`src/rtl/uart_frame_dumper.sv`:
```
// uart_frame_dumper: streams one SDRAM-resident frame out of a built-in 8N1 UART as
// "IMG" header, pixels, optional XOR checksum (UART_DUMP_CHECKSUM_EN) and a 0x0A trailer.
module uart_frame_dumper #(
   parameter int CLK_DIV   = 434,
   parameter int IMG_W     = 320,
   parameter int IMG_H     = 240,
   parameter int PIX_BYTES = 2
) (
   input  logic                   clk,
   input  logic                   rst_n,
   input  logic                   en,
   input  logic                   start,
   input  logic [8*PIX_BYTES-1:0] din,
   output logic                   sdram_rd_req,
   input  logic                   sdram_read_ack,
   output logic                   busy,
   output logic                   done,
   output logic                   uart_pin
);

   localparam logic [15:0] DIV_LAST  = 16'(CLK_DIV - 1);
   localparam logic [31:0] PIX_TOTAL = 32'(IMG_W) * 32'(IMG_H);
   localparam logic [1:0]  PB_LAST   = 2'(PIX_BYTES - 1);
   localparam logic [7:0]  TRAILER   = 8'h0A;
`ifdef UART_DUMP_CHECKSUM_EN
   localparam logic [7:0]  HDR_PIX   = 8'(PIX_BYTES) | 8'h80;
`else
   localparam logic [7:0]  HDR_PIX   = 8'(PIX_BYTES);
`endif

   typedef enum logic [2:0] {
      IDLE,
      HDR,
      REQ,
      PIX,
`ifdef UART_DUMP_CHECKSUM_EN
      CSUM,
`endif
      TRL,
      DONE
   } state_t;

   state_t      state;
   state_t      state_next;

   logic        tx_active;
   logic [15:0] tx_div;
   logic [3:0]  tx_bit;
   logic [8:0]  tx_shift;
   logic        tx_ready;
   logic        tx_load;
   logic [7:0]  tx_byte;

   logic [2:0]  hdr_idx;
   logic [1:0]  pb_idx;
   logic [31:0] pix_cnt;
   logic [31:0] pix_buf;
   logic        trl_sent;
   logic [7:0]  hdr_byte;
   logic [7:0]  pix_byte;
`ifdef UART_DUMP_CHECKSUM_EN
   logic [7:0]  csum;
`endif

   // Ready when idle or in the last cycle of a stop bit, so back-to-back bytes have no gap.
   assign tx_ready = !tx_active || ((tx_div == DIV_LAST) && (tx_bit == 4'd9));

   always_ff @(posedge clk or negedge rst_n) begin
      if (!rst_n) begin
         tx_active <= 1'b0;
         tx_div    <= 16'd0;
         tx_bit    <= 4'd0;
         tx_shift  <= 9'h1FF;
         uart_pin  <= 1'b1;
      end else if (tx_load) begin
         tx_active <= 1'b1;
         tx_div    <= 16'd0;
         tx_bit    <= 4'd0;
         tx_shift  <= {1'b1, tx_byte};
         uart_pin  <= 1'b0;
      end else if (tx_active) begin
         if (tx_div == DIV_LAST) begin
            tx_div <= 16'd0;
            if (tx_bit == 4'd9) begin
               tx_active <= 1'b0;
               uart_pin  <= 1'b1;
            end else begin
               tx_bit   <= tx_bit + 4'd1;
               uart_pin <= tx_shift[0];
               tx_shift <= {1'b1, tx_shift[8:1]};
            end
         end else begin
            tx_div <= tx_div + 16'd1;
         end
      end
   end

   always_comb begin
      case (hdr_idx)
         3'd0:    hdr_byte = 8'h49;
         3'd1:    hdr_byte = 8'h4D;
         3'd2:    hdr_byte = 8'h47;
         3'd3:    hdr_byte = 8'(IMG_W >> 8);
         3'd4:    hdr_byte = 8'(IMG_W & 255);
         3'd5:    hdr_byte = 8'(IMG_H >> 8);
         3'd6:    hdr_byte = 8'(IMG_H & 255);
         default: hdr_byte = HDR_PIX;
      endcase
   end

   assign pix_byte = pix_buf[{pb_idx, 3'b000} +: 8];

   always_ff @(posedge clk or negedge rst_n) begin
      if (!rst_n) begin
         state <= IDLE;
      end else begin
         state <= state_next;
      end
   end

   // The request is a pure decode of REQ, so it drops right after the ack edge.
   always_comb begin
      state_next   = state;
      tx_load      = 1'b0;
      tx_byte      = 8'h00;
      sdram_rd_req = 1'b0;
      case (state)
         IDLE: begin
            if (en && start) begin
               state_next = HDR;
            end
         end
         HDR: begin
            if (tx_ready) begin
               tx_load = 1'b1;
               tx_byte = hdr_byte;
               if (hdr_idx == 3'd7) begin
                  state_next = REQ;
               end
            end
         end
         REQ: begin
            sdram_rd_req = 1'b1;
            if (sdram_read_ack) begin
               state_next = PIX;
            end
         end
         PIX: begin
            if (tx_ready) begin
               tx_load = 1'b1;
               tx_byte = pix_byte;
               if (pb_idx == PB_LAST) begin
                  if (pix_cnt == PIX_TOTAL - 32'd1) begin
`ifdef UART_DUMP_CHECKSUM_EN
                     state_next = CSUM;
`else
                     state_next = TRL;
`endif
                  end else begin
                     state_next = REQ;
                  end
               end
            end
         end
`ifdef UART_DUMP_CHECKSUM_EN
         CSUM: begin
            if (tx_ready) begin
               tx_load    = 1'b1;
               tx_byte    = csum;
               state_next = TRL;
            end
         end
`endif
         TRL: begin
            if (tx_ready) begin
               if (trl_sent) begin
                  state_next = DONE;
               end else begin
                  tx_load = 1'b1;
                  tx_byte = TRAILER;
               end
            end
         end
         DONE: begin
            state_next = IDLE;
         end
         default: begin
            state_next = IDLE;
         end
      endcase
   end

   assign busy = (state != IDLE) && (state != DONE);
   assign done = (state == DONE);

   // In TRL, the second tx_ready marks the end of the trailer's stop bit.
   always_ff @(posedge clk or negedge rst_n) begin
      if (!rst_n) begin
         hdr_idx  <= 3'd0;
         pb_idx   <= 2'd0;
         pix_cnt  <= 32'd0;
         pix_buf  <= 32'd0;
         trl_sent <= 1'b0;
`ifdef UART_DUMP_CHECKSUM_EN
         csum     <= 8'h00;
`endif
      end else begin
         case (state)
            IDLE: begin
               if (en && start) begin
                  hdr_idx  <= 3'd0;
                  pb_idx   <= 2'd0;
                  pix_cnt  <= 32'd0;
                  trl_sent <= 1'b0;
`ifdef UART_DUMP_CHECKSUM_EN
                  csum     <= 8'h00;
`endif
               end
            end
            HDR: begin
               if (tx_load) begin
                  hdr_idx <= hdr_idx + 3'd1;
               end
            end
            REQ: begin
               if (sdram_read_ack) begin
                  pix_buf <= 32'(din);
                  pb_idx  <= 2'd0;
               end
            end
            PIX: begin
               if (tx_load) begin
`ifdef UART_DUMP_CHECKSUM_EN
                  csum <= csum ^ pix_byte;
`endif
                  if (pb_idx == PB_LAST) begin
                     pb_idx  <= 2'd0;
                     pix_cnt <= pix_cnt + 32'd1;
                  end else begin
                     pb_idx <= pb_idx + 2'd1;
                  end
               end
            end
            TRL: begin
               if (tx_load) begin
                  trl_sent <= 1'b1;
               end
            end
            default: begin
            end
         endcase
      end
   end

endmodule

```
`config.mk`:
```
export PLATFORM = sky130hd
export DESIGN_NAME = uart_frame_dumper
export DESIGN_NICKNAME = d
export VERILOG_FILES = /design/src/rtl/uart_frame_dumper.sv
export SDC_FILE = /design/constraint.sdc
export NUM_CORES = 1
export LEC_CHECK = 0
export CAP_MARGIN = 30
export CORE_MARGIN = 3
export CORE_UTILIZATION = 65
export DETAILED_ROUTE_END_ITERATION = 12
export PLACE_DENSITY = 0.85
export REMOVE_ABC_BUFFERS = 1
export SLEW_MARGIN = 0
export SYNTH_ARGS = -nofsm -noshare
export SYNTH_HDL_FRONTEND = slang
export SYNTH_SLANG_ARGS = --single-unit
export TNS_END_PERCENT = 30
```
`constraint.sdc`:
```
create_clock -name clk -period 3.65 [get_ports clk]
set_input_delay 0.73 -clock clk [delete_from_list [all_inputs] [get_ports clk]]
set_output_delay 0.73 -clock clk [all_outputs]
set_load 0.005 [all_outputs]
```
# After elaboration in Yosys (flattened, before gate mapping)
# Cells that the tools add are included.
# totals
reg_bits,88
word_cells,124
# op_classes
addsub,5
n_eq_ne,29
shifts,1
muxes,55
reduce_logical,23
# ops
op,count
$mux 32,3
$pmux 32 s2,1
$pmux 8 s7,1
$mux 16,3
$mux 9,4
$mux 3,11
$add 32x1->32 const B,1
$eq 32x17->1 const B,1
$shiftx 32x6->8,1
$mux 4,6
$ne 2x2->1 const B,12
$pmux 8 s3,1
$eq 3x3->1 const B,6
$add 16x1->16 const B,1
$eq 16x9->1 const B,1
$mux 8,2
$pmux 3 s5,1
$mux 1,14
$eq 3x2->1 const B,4
$reduce_bool 2->1,5
$reduce_and 3->1,3
$mux 2,4
$reduce_and 4->1,2
$reduce_and 8->1,1
other kinds (17),24

# Longest topological paths before layout
# Gate-level depths: netlist (run 1).
# logic_depth
ltp_word,7
depth_mapped,9

# Worst setup path before layout (run 1)
# Ideal clock, no wire load.
# synth_timing
path_type,register to register
startpoint,register tx_div[10]
endpoint,register pix_cnt[5]
setup_time_ns,0.104
arrival_ns,2.190
required_time_ns,3.546
slack_ns,1.357
path_stages_with_launch,7
path_buffers,1
path_cell_list,dfrtp_1 -> or4_4 -> nor4_4 -> a221oi_2 -> or3_1 -> buf_4 -> o41ai_2
# synth_between
elab_chain_cells,7
# synth_lines
element,line_no,text
from (decl),47,logic [15:0] tx_div;
from (signal assigned),93,tx_div <= tx_div + 16'd1;
$eq 16x9->1 *,66,assign tx_ready = !tx_active || ((tx_div == DIV_LAST) && (tx_bit == 4'd9));
$logic_and 1x1->1 *,66,
$logic_or 1x1->1 *,66,
"$mux 1, on equally long branches","175, 134, 149",
$pmux 1 s2 *,127,case (state)
$ne 2x2->1 (no line) *,--,
$reduce_and 4->1 (no line) *,--,
to (signal assigned),238,pix_cnt <= pix_cnt + 32'd1;
to (decl),56,logic [31:0] pix_cnt;
# Every way passes the cells marked *; elsewhere a longest branch is shown, timed or not.
# A chain may end at the register's enable or synchronous reset.

# Worst setup path in the final report (run 1)
# layout_timing
startpoint,input port en
endpoint,register pix_cnt[27]
# layout_between
elab_chain_cells,3
# layout_lines
element,line_no,text
from (decl),11,"input logic en,"
$logic_and 1x1->1,210,if (en && start) begin
$ne 2x2->1 (no line),--,
$reduce_and 4->1 (no line),--,
# No other way between the ends.

==> results.yml, run 1 <==
global_routing:
  grt_usage_pct: 29.1
  grt_pass1_vias: 4281
  grt_pass1_wl_um: 20400
  grt_overflow_total: 0
  grt_antenna_before_repair: 0
  grt_max_degree: 53
synthesis:
  syn_inst: 535
  synth_area_mm2: 0.00499
  ys_warn_count: 0
  async_reset_ff_share_pct: 100
  synth_area_leader_cell: "dfrtp_1"
  synth_top_area_share_pct: 39.1
  syn_avg_cell_area_um2: 9.32
  synth-seq-cells: 87
  synth.distinct_cells: 60
  yosysSeqAreaShare_pct: 43.9
  synth_edf_count: 0
  synth.area.top_cells: "dfrtp_1, o31ai_1, dfstp_2"
  synth_ff_type: "dfrtp_1"
critical_path:
  arrival_ns: 3.09
  cp-start-kind: "primary input"
  crit_type: "primary input to flip-flop"
  setup.worst_path.end_class: "flip-flop"
  cp_max_fo: 16
  critPathRequiredTime_ns: 3.92
clock_network:
  cts_buffers: 9
  clockBufferDepth: 2
  htreeDepth: 3
  cts.sinks: 87
  clock_latency_ns: 0.35
  clkTransAtPathRegs_ns: 0.09
  ctsResizeCount: 0
  cts_setup_buffers: 0
  root_buffer: "clkbuf_8"
  cts_tree: "built"
  cts_hold_buffers: 0
power:
  power_density_mw_per_mm2: 454
  pwr-share-comb_pct: 22.3
  cellLeakagePower_nw: 2.12
  p_int_w: 0.00172
  peakVddDrop_uv: 317
  p_sw_share_pct: 31.7
  p_sw_w: 0.000797
  clkPwrFrac_pct: 26.2
  p_seq_share_pct: 51.5
finish:
  multi_input_area_mm2: 0.00266
  instances_no_fill: 653
  nNetsFinal: 581
  seqCellArea_mm2: 0.00219
  fillCellCount: 518
  final_layout_size_suffix_gt1_share_pct: 11.6
  diodes: 0
  area_delta_synth_final_pct: 11.0
route:
  first_pass_iters: 6
  drt_iter0_drc: 509
  routedWlPerCell_um: 18.5
  postRouteAntennaNets: 0
  via_count: 4468
  drt_wl_total_um: 12100
  via_per_inst: 6.84
  drc: 0
placement:
  gp_congestion: 0.905
  hpwl_um: 8180
  dp_cells: 637
  io_buffers: 24
floorplan:
  core-area_mm2: 0.00733
  die_y_um: 93.6
  die-area_mm2: 0.00876
  initial_core_util_pct: 68.0
  pin_count: 25
  placementRows: 31
  die_x_um: 93.6
timing:
  hold_viol_final: 0
  max_freq_ghz: 0.355
  timing.final.crit_share_pct: 77.3
  rsz0062_at_grt: "false"
  max_slew.worst_pin.slew_ns: 0.912
  skew_ns: 0.0131
  drv_slew: 0
  worst_slew_margin_rel_pct: 38.4
  finalSetupTns_ns: 0
  finalCriticalPeriod_ns: 2.82
  finalSetupViolations: 0
outcome:
  outcome: "finished, final reports clean"
worst_hold_path:
  min_path_type: "primary input to asynchronous set/reset pin"
job:
  cap_violations: 0
==> layout by cell type (no fill, tap or decap), types with 17 or more instances in the layout <==
| cell | count |
|---|---|
| dfrtp_1 | 78 |
| clkdlybuf4s50_1 | 23 |
| or4_1 | 17 |
| nand3_1 | 32 |
| a21oi_1 | 30 |
| nor2_1 | 35 |
| nand2_1 | 43 |
| o21ai_0 | 30 |
| o31ai_1 | 40 |
==> cell families (layout without fill, tap and decap cells) <==
group	count (synthesis)	after routing	share of synthesized area, %
AND/OR/NAND/NOR	223	223	24.5
AO/OA/AOI/OAI	139	139	18.5
XOR/XNOR	7	7	1.23
adder cells (fa/ha/maj)	11	11	2.76
buffers and inverters	42	61	3.26
flip-flops	87	87	43.9
multiplexers	26	26	5.87
==> critical path, cell delays in order <==
cell and delay, ns:
clkdlybuf4s50_1 0.45, and2_1 0.21, o221ai_2 0.31, nand4bb_1 0.56, or4_1 0.64, a21oi_1 0.19
==> worst paths after layout <==
path,from,to,slack (ns),depth (start not counted)
worst max register to register,pb_idx[0],pix_cnt[27],0.89,5
worst min-delay path,rst_n,tx_bit[1],0.35,1
min in group clk,tx_shift[2],tx_shift[2],0.49,2
worst max-delay path,en,pix_cnt[27],0.83,6
worst min register to register,tx_shift[2],tx_shift[2],0.49,2
max in group asynchronous,rst_n,tx_shift[2],2.63,2
==> cell usage after synthesis (4+ instances only) <==
| cell type | instances |
|---|---|
| and2_1 | 8 |
| mux2_2 | 16 |
| xnor2_1 | 5 |
| o31ai_1 | 40 |
| nor2_1 | 35 |
| mux2i_1 | 9 |
| or2_2 | 5 |
| dfstp_2 | 9 |
| nand3_1 | 32 |
| o21a_1 | 4 |
| clkbuf_1 | 25 |
| or4_1 | 17 |
| nand4_1 | 14 |
| nand2b_1 | 5 |
| nor3_1 | 16 |
| nor3b_1 | 4 |
| a21oi_1 | 30 |
| and3_1 | 5 |
| nand2_1 | 43 |
| nor4_1 | 16 |
| o21ai_0 | 30 |
| inv_1 | 12 |
| dfrtp_1 | 78 |
| or3_1 | 5 |
| ha_1 | 11 |
==> power by group through the flow <==
stage                     registers, W  clock network [W]  logic, W
after floorplan                0.00126                  0  0.000395
after global placement         0.00130                  0  0.000515
after detailed placement       0.00131                  0  0.000555
after CTS                      0.00129           0.000672  0.000557
after global routing           0.00132           0.000708  0.000630
final                          0.00129           0.000659  0.000561
==> layer usage <==
metal	track usage (%)	vias to the layer above	part of all wire [%]
met5	0	-	0
met1	40.1	2173	43
met2	47.7	204	50
met3	3.46	30	5.5
met4	10.2	0	1.9
li1	-	2061	-
==> layout make-up <==
type | instances | area share (%)
well taps | 99 | 2.24
flip-flops and latches | 87 | 39.5
clock inverters | 5 | 1.06
repair buffers | 33 | 5.88
inverters | 12 | 0.814
clock buffers | 11 | 2.37
multi-input cells | 406 | 48.1
==> metrics by stage <==
step	hold slack (ns)	utilization, %	worst slack [ns]	instance area, um2	power (W)
after floorplan	0.434	-	0.0309	4870	0.00166
final	0.350	75.5	0.830	5530	0.00251
after detailed placement	0.478	72.9	0.543	5340	0.00187
after CTS	0.359	75.5	0.897	5530	0.00252
after global placement	0.461	72.5	0.699	5320	0.00181
after global routing	0.369	75.5	0.702	5530	0.00266
==> sequential cells by signal (all words and copies together) (netlist names) <==
signal,cells
tx_bit,4
uart_pin,1
pix_cnt,32
tx_div,16
tx_shift,8
pb_idx,2
trl_sent,1
hdr_idx,3
tx_active,1
pix_buf,16
state,3
Note: power is estimated with default switching activity, not from simulation.
==> run 2, diff against run 1 <==
CORE_UTILIZATION = 55   (was 65)
PLACE_DENSITY = 0.77   (was 0.85)
clock period = 2.5 ns   (was 3.65 ns; I/O delays follow)
==> run 2 against run 1 <==
Net effect: hold slack got worse by 0.24 ns; register-to-register slack got worse by 0.79 ns; clock skew rose by 0.0024 ns; via count rose by 0.27%; combinational power rose by 66%; first-iteration DRC count fell by 25%; largest power group unchanged; sequential share of layout area fell by 2.0 points; largest cell class unchanged; cell count rose by 6.0%; die area rose by 17%.
==> results.yml, run 2 (synthesis gave the netlist of run 1 again) <==
placement:
  dp_cells: 674
  hpwl_um: 8320
  place_ws_ns: 0.0460
  gp_congestion: 0.845
  io_buffers: 24
clock_network:
  cts.sinks: 87
  cts_tree: "built"
  root_buffer: "clkbuf_8"
  cts_hold_buffers: 0
  clkTransAtPathRegs_ns: 0.10
  cts_buffers: 9
  htreeDepth: 3
  clock_latency_ns: 0.35
  clockBufferDepth: 2
worst_hold_path:
  min_path_type: "primary input to asynchronous set/reset pin"
critical_path:
  critPathRequiredTime_ns: 2.78
  cp-start-kind: "flip-flop"
  critical_path.cell_chain: "inv_1, ha_1, or3b_4, nor4_4, a221oi_4, buf_12, or4_1, a21oi_2"
  rrSetupSlack_ns: 0.1
  cp_slowest_cell: "or4_1"
  reg2reg_to: "pix_cnt[29]"
  crit_type: "flip-flop to flip-flop"
  r2r_cells: 8
  setup.worst_path.end_class: "flip-flop"
  slowest_delay_ns: 0.53
  arrival_ns: 2.68
  r2r-start: "tx_div[1]"
  cp_max_fo: 26
power:
  cellLeakagePower_nw: 2.30
  p_sw_share_pct: 31.1
  pwr-share-comb_pct: 24.8
  p_sw_w: 0.00117
  clkPwrFrac_pct: 26.5
  p_int_w: 0.00259
  peakVddDrop_uv: 470
  p_seq_share_pct: 48.7
  power_density_mw_per_mm2: 644
timing:
  finalSetupViolations: 0
  max_freq_ghz: 0.416
  hold_slack_ns: 0.108
  finalSetupTns_ns: 0
  finalCriticalPeriod_ns: 2.40
  drv_slew: 0
  hold_viol_final: 0
  worst_slack_ns: 0.0984
  worst_slew_margin_rel_pct: 61.6
  skew_ns: 0.0154
  max_slew.worst_pin.slew_ns: 0.572
  rsz0062_at_grt: "true"
  timing.final.crit_share_pct: 96.1
job:
  cap_violations: 0
finish:
  final_common_cell: "dfrtp_1"
  final_layout_size_suffix_gt1_share_pct: 17.1
  fillCellCount: 692
  top_regs: "pix_cnt x32, pix_buf x16, tx_div x16"
  instances_no_fill: 692
  final_cell_mix: "dfrtp_1, nand2_1, o31ai_1"
  diodes: 0
  regMostFlops: "pix_cnt"
  area_delta_synth_final_pct: 17.1
  nNetsFinal: 611
  seqCellArea_mm2: 0.00219
  largest_reg_flops: 32
  multi_input_area_mm2: 0.00268
route:
  drt_iter0_drc: 381
  first_pass_iters: 5
  routedWlPerCell_um: 17.5
  via_count: 4480
  via_per_inst: 6.47
  drc: 0
  postRouteAntennaNets: 0
  drt_wl_total_um: 12100
global_routing:
  grt_usage_pct: 24.1
  grt_antenna_before_repair: 0
  grt_pass1_wl_um: 20000
  grt_pass1_vias: 4192
  grt_overflow_total: 0
  grt_max_degree: 53
floorplan:
  initial_core_util_pct: 56.9
  core-area_mm2: 0.00876
  die_x_um: 101
  pin_count: 25
  die_y_um: 101
  placementRows: 34
  die-area_mm2: 0.0102
outcome:
  outcome: "finished, final reports clean"
run 2: cell type report:
type	count	share of cell area, %
multi-input cells	406	45.9
flip-flops and latches	87	37.5
repair buffers	63	10.1
clock buffers	11	2.42
well taps	108	2.31
clock inverters	5	1.01
inverters	12	0.771
run 2: how the worst max path moves through the flow:
| stage | start | endpoint | depth (start not counted) |
|---|---|---|---|
| floorplan | state[1] | hdr_idx[1] | 5 |
| finish | tx_div[1] | pix_cnt[29] | 8 |
| global route | tx_div[1] | pix_cnt[10] | 8 |
| global placement | en | pix_cnt[27] | 7 |
| CTS | state[2] | done | 3 |
| detailed placement | start | pix_cnt[31] | 7 |
run 2: power groups by stage:
stage                     clock, W  sequential [W]  combinational [W]
after global routing       0.00107         0.00186            0.00105
final                     0.000998         0.00183           0.000932
after detailed placement         0         0.00186           0.000925
after floorplan                  0         0.00185           0.000576
after CTS                  0.00102         0.00183           0.000932
after global placement           0         0.00184           0.000885
run 2: metal layers:
layer / share of wire (%) / global-route usage [%] / up-vias
li1: - / - / 2130
met1: 45 / 34.1 / 2193
met2: 49 / 38.1 / 136
met3: 4.5 / 3.65 / 21
met4: 1.8 / 8.08 / 0
met5: 0 / 0 / -
run 2: timing repair:
action / CTS / global route
resized for setup: 0 / 7
endpoints found under the setup margin: 0 / 11
setup buffers: 0 / 1
hold endpoints to repair: 0 / 0
run 2: stage by stage:
stage / cell area, um2 / utilization [%] / power (W)
after global routing: 5840 / 66.6 / 0.00398
after global placement: 5580 / 63.7 / 0.00272
after CTS: 5780 / 66.0 / 0.00378
final: 5840 / 66.6 / 0.00376
after floorplan: 4870 / - / 0.00242
after detailed placement: 5580 / 63.7 / 0.00278
run 2: critical path, delay by kind of cell (launching register included):
family / cells / cell delay, ns
simple gates: 3 / 1.29
fa+ha+maj: 1 / 0.14
compound gates: 2 / 0.28
buf+inv: 2 / 0.24
flops: 1 / 0.39
==> run 3, diff against run 2 <==
SKIP_LAST_GASP = 1   (was unset)
==> run 3 against run 2 <==
Net effect: register-to-register slack barely moved; largest cell class unchanged; cell count did not move; clock skew barely moved.
==> results.yml, run 3 (synthesis gave the netlist of run 1 again) <==
outcome:
  outcome: "finished, final reports clean"
finish:
  area_delta_synth_final_pct: 17.0
  nNetsFinal: 611
  final_cell_mix: "dfrtp_1, nand2_1, o31ai_1"
  final_layout_size_suffix_gt1_share_pct: 16.8
  fin_area_mm2: 0.00583
  final_common_cell: "dfrtp_1"
  diodes: 0
  regMostFlops: "pix_cnt"
  top_regs: "pix_cnt x32, pix_buf x16, tx_div x16"
  largest_reg_flops: 32
  instances_no_fill: 692
clock_network:
  cts_tree: "built"
  clkTransAtPathRegs_ns: 0.10
  clockBufferDepth: 2
  root_buffer: "clkbuf_8"
  htreeDepth: 3
  clock_latency_ns: 0.35
  cts.sinks: 87
  cts_buffers: 9
global_routing:
  grt_usage_pct: 24.1
  grt_overflow_total: 0
  grt_antenna_before_repair: 0
  grt_pass1_wl_um: 20000
  grt_pass1_vias: 4192
  grt_max_degree: 53
placement:
  dp_cells: 674
  dpl_cell_area_mm2: 0.00558
  gp_congestion: 0.845
  hpwl_um: 8320
  io_buffers: 24
timing:
  worst_slew_margin_rel_pct: 61.1
  hold_viol_final: 0
  max_slew.worst_pin.slew_ns: 0.579
  rsz0062_at_grt: "true"
  finalSetupViolations: 0
  hold_slack_ns: 0.108
  skew_ns: 0.0158
  timing.final.crit_share_pct: 96.8
  finalCriticalPeriod_ns: 2.42
  drv_slew: 0
  max_freq_ghz: 0.413
critical_path:
  r2r-start: "tx_div[1]"
  reg2reg_to: "pix_cnt[31]"
  setup.worst_path.end_class: "primary output"
  startpoint: "state[0]"
  r2r_cells: 8
  cp_max_fo: 13
  arrival_ns: 1.92
  crit_type: "flip-flop to primary output"
  rrSetupSlack_ns: 0.10
  cp-start-kind: "flip-flop"
  critPathCapture: "done"
  critPathRequiredTime_ns: 2.00
route:
  postRouteAntennaNets: 0
  via_count: 4497
  drt_wl_total_um: 12100
  via_per_inst: 6.50
  drt_iter0_drc: 393
  drc: 0
  routedWlPerCell_um: 17.5
  first_pass_iters: 5
floorplan:
  die_x_um: 101
  pin_count: 25
  die-area_mm2: 0.0102
  initial_core_util_pct: 56.9
  die_y_um: 101
  placementRows: 34
  core-area_mm2: 0.00876
worst_hold_path:
  min_path_type: "primary input to asynchronous set/reset pin"
power:
  peakVddDrop_uv: 470
  power_density_mw_per_mm2: 645
  cellLeakagePower_nw: 2.30
job:
  cap_violations: 0
-- run 3: cell counts in the layout (fill, tap and decap cells not counted) --
No cell type changed its count.
-- run 3: report_power, final --
group / switching, W / leakage [nW] / internal [W] / total, W
sequential: 0.000170 / 1.13 / 0.00166 / 0.00183
combinational: 0.000491 / 1.07 / 0.000441 / 0.000932
clock: 0.000508 / 0.0955 / 0.000490 / 0.000998
total: 0.00117 / 2.30 / 0.00259 / 0.00376
-- run 3: layout make-up --
cell class	count	area (um2)
fill	692	2930
timing repair buffer	63	589
inverter	12	45.0
clock inverter	5	58.8
tap	108	135
multi-input combinational	406	2680
sequential	87	2190
clock buffer	11	141
-- run 3: stage by stage --
step / setup slack [ns] / setup TNS (ns) / total power (W) / util, %
after floorplan: -1.01 / -25.32 / 0.00242 / -
after global placement: 0.128 / 0 / 0.00272 / 63.7
after detailed placement: 0.0460 / 0 / 0.00278 / 63.7
after CTS: 0.0346 / 0 / 0.00378 / 66.0
after global routing: -0.0733 / -0.359 / 0.00398 / 66.6
final: 0.0788 / 0 / 0.00376 / 66.6
-- run 3: per-layer routing --
layer  GRT usage (%)  share of wire, %  vias to the layer above
li1                -                 -                     2123
met1            34.1                45                     2183
met3            3.65               5.2                       21
met5               0                 0                        -
met2            38.1                48                      170
met4            8.08               1.9                        0
-- run 3: worst min-delay path by stage --
stage / startpoint / end / slack [ns] / depth (start not counted)
final: rst_n / tx_div[5] / 0.11 / 1
after floorplan: rst_n / hdr_idx[0] / 0.20 / 0
after global routing: rst_n / tx_div[5] / 0.14 / 1
after CTS: rst_n / tx_div[5] / 0.13 / 1
after detailed placement: tx_shift[1] / tx_shift[1] / 0.47 / 2
after global placement: tx_shift[1] / tx_shift[1] / 0.46 / 2
-- run 3: timing repair --
item                       in CTS  in global routing
setup endpoints to repair       0                 11
gates resized for setup         0                  5
hold buffers                    0                  0
setup buffers                   0                  1
-- run 3: worst max-delay path: stages (launching register included) --
cell and delay, ns:
dfrtp_1 0.57, inv_1 0.22, nor3_1 0.23, clkdlybuf4s50_1 0.55
==> RTL edit: new RTL, flow settings as in run 2 <==
The parameter `IMG_W` goes from 320 to 240.
--- a/src/rtl/uart_frame_dumper.sv
+++ b/src/rtl/uart_frame_dumper.sv
@@ -3,5 +3,5 @@
 module uart_frame_dumper #(
    parameter int CLK_DIV   = 434,
-   parameter int IMG_W     = 320,
+   parameter int IMG_W     = 240,
    parameter int IMG_H     = 240,
    parameter int PIX_BYTES = 2
Formal check against the unedited RTL: no difference found for any inputs over 10 cycles, from zero or initial values and one cycle with rst_n low; that may be too few to reach the edited logic, so the function may still have changed.
==> RTL edit against run 2 <==
  * Clock skew up 0.00067 ns
  * Area after synthesis down 2.8%
  * Combinational power up 57%
  * Fmax down 3.0%
  * Power up 33%
  * Sequential cell count unchanged
  * Via count down 7.4%
  * Design area down 4.8%
  * Setup slack worse by 0.074 ns
  * Routed wire length down 7.9%
  * First-iteration DRC count down 36%
  * Critical path depth down 4
==> RTL edit: results (changes against run 2) <==
----------------------------------------------------
[Final layout]
  Total Nets Final ... 569 (-6.9%)
  Post-Layout Cell Count ... 648 (-6.4%)
  Count of fill cells added during filler insertion ... 650 (-6.1%)

[STA]
  Actual transition at the worst max-transition pin ... 0.939 ns (+0.367 ns)
  Share of the clock period used by the worst path after layout ... 0.990 (+0.0295)
  Final clock skew ... 0.0161 ns (+0.000670 ns)
  Worst Hold Slack ... 0.497 ns (+0.388 ns)

[Worst setup path]
  Worst Setup EP ... busy
  Start point of the critical path ... state[2]
  Max stage delay cell, worst path ... sky130_fd_sc_hd__dfrtp_2
  Worst flop-to-flop path endpoint ... pix_cnt[18]
  Critical R2R Launch ... tx_bit[1]
  Register-to-Register Setup Slack ... 0.21 ns (+0.11 ns)

[Clocking]
  Number of hold buffers added after CTS ... 1 (+1)
  Post-cts sizing count ... 2 (+2)

[Routing]
  DRC violation total after the first TritonRoute iteration ... 242 (-36%)
  Per-cell routed wire length ... 17.2 µm (-1.6%)
  Post-Route M1 WL ... 5150 µm (-5.1%)
  Vias/cell ... 6.40 (-1.1%)
  Met3 wire length ... 501 µm (-7.2%)

[Pwr]
  Switching Power ... 1790 µW (+53%)
  Maximum vdd drop ... 0.453 mV (-3.7%)
  Leakage power figure ... 0.00230 µW (-0.35%)
  Pwr Total ... 5020 µW (+33%)
  Share of total power in the clock network ... 0.222 (-0.043)
  Combinational cell fraction of total power ... 0.291 (+0.043)

[Placement]
  RePlAce Congestion ... 0.873 (+3.4%)
  Worst slack at placement ... 0.281 ns (+0.235 ns)
  # placed instances ... 629 (-6.7%)
  Placement Cell Area ... 5300 µm² (-5.0%)
  Estimated wirelength of the detail-placed design ... 7900 µm (-5.1%)

[Status]
  Status ... finished, final reports clean

[Global route]
  Maximum number of pins on one net before global-route repair ... 59 (+11%)
  Global routing usage on met1 ... 0.339 (-0.00120)
  Met2 track demand over resource in global routing ... 0.362 (-0.0191)
  Wire length of the first global-routing pass ... 19,100 µm (-4.9%)
  Via count of the first global-routing pass ... 4,012 (-4.3%)

[Yosys]
  Sequential element share of the synthesized area ... 0.451 (+0.0127)
  Main area contributors after synthesis ... sky130_fd_sc_hd__dfrtp_1 40%, sky130_fd_sc_hd__dfstp_2 4.9%, sky130_fd_sc_hd__mux2_2 4.9%
  Synthesized area per cell ... 9.58 µm² (+2.8%)
  Distinct cell type count of the synthesized netlist ... 56 (-6.7%)

[Min path]
  Class of the tightest hold or removal check ... flip-flop to flip-flop

----------------------------------------------------
[RTL edit: logic make-up (layout without fill, tap and decap cells)]
family,after synthesis,after routing,share of synthesized area
AND/OR/NAND/NOR,221,221,0.254
AO/OA/AOI/OAI,102,102,0.138
flip-flops,87,87,0.451
buffers and inverters,42,79,0.0374
multiplexers,33,33,0.0736
XOR/XNOR,11,11,0.0199
adder cells (fa/ha/maj),10,10,0.0258
[RTL edit: layout make-up]
| class | instances | share of cell area |
|---|---|---|
| Clock inverter | 7 | 0.0180 |
| Inverter | 14 | 0.00945 |
| Tap cell | 105 | 0.0236 |
| Sequential cell | 87 | 0.394 |
| Clock buffer | 9 | 0.0223 |
| Timing Repair Buffer | 49 | 0.0837 |
| Multi-Input combinational cell | 377 | 0.449 |
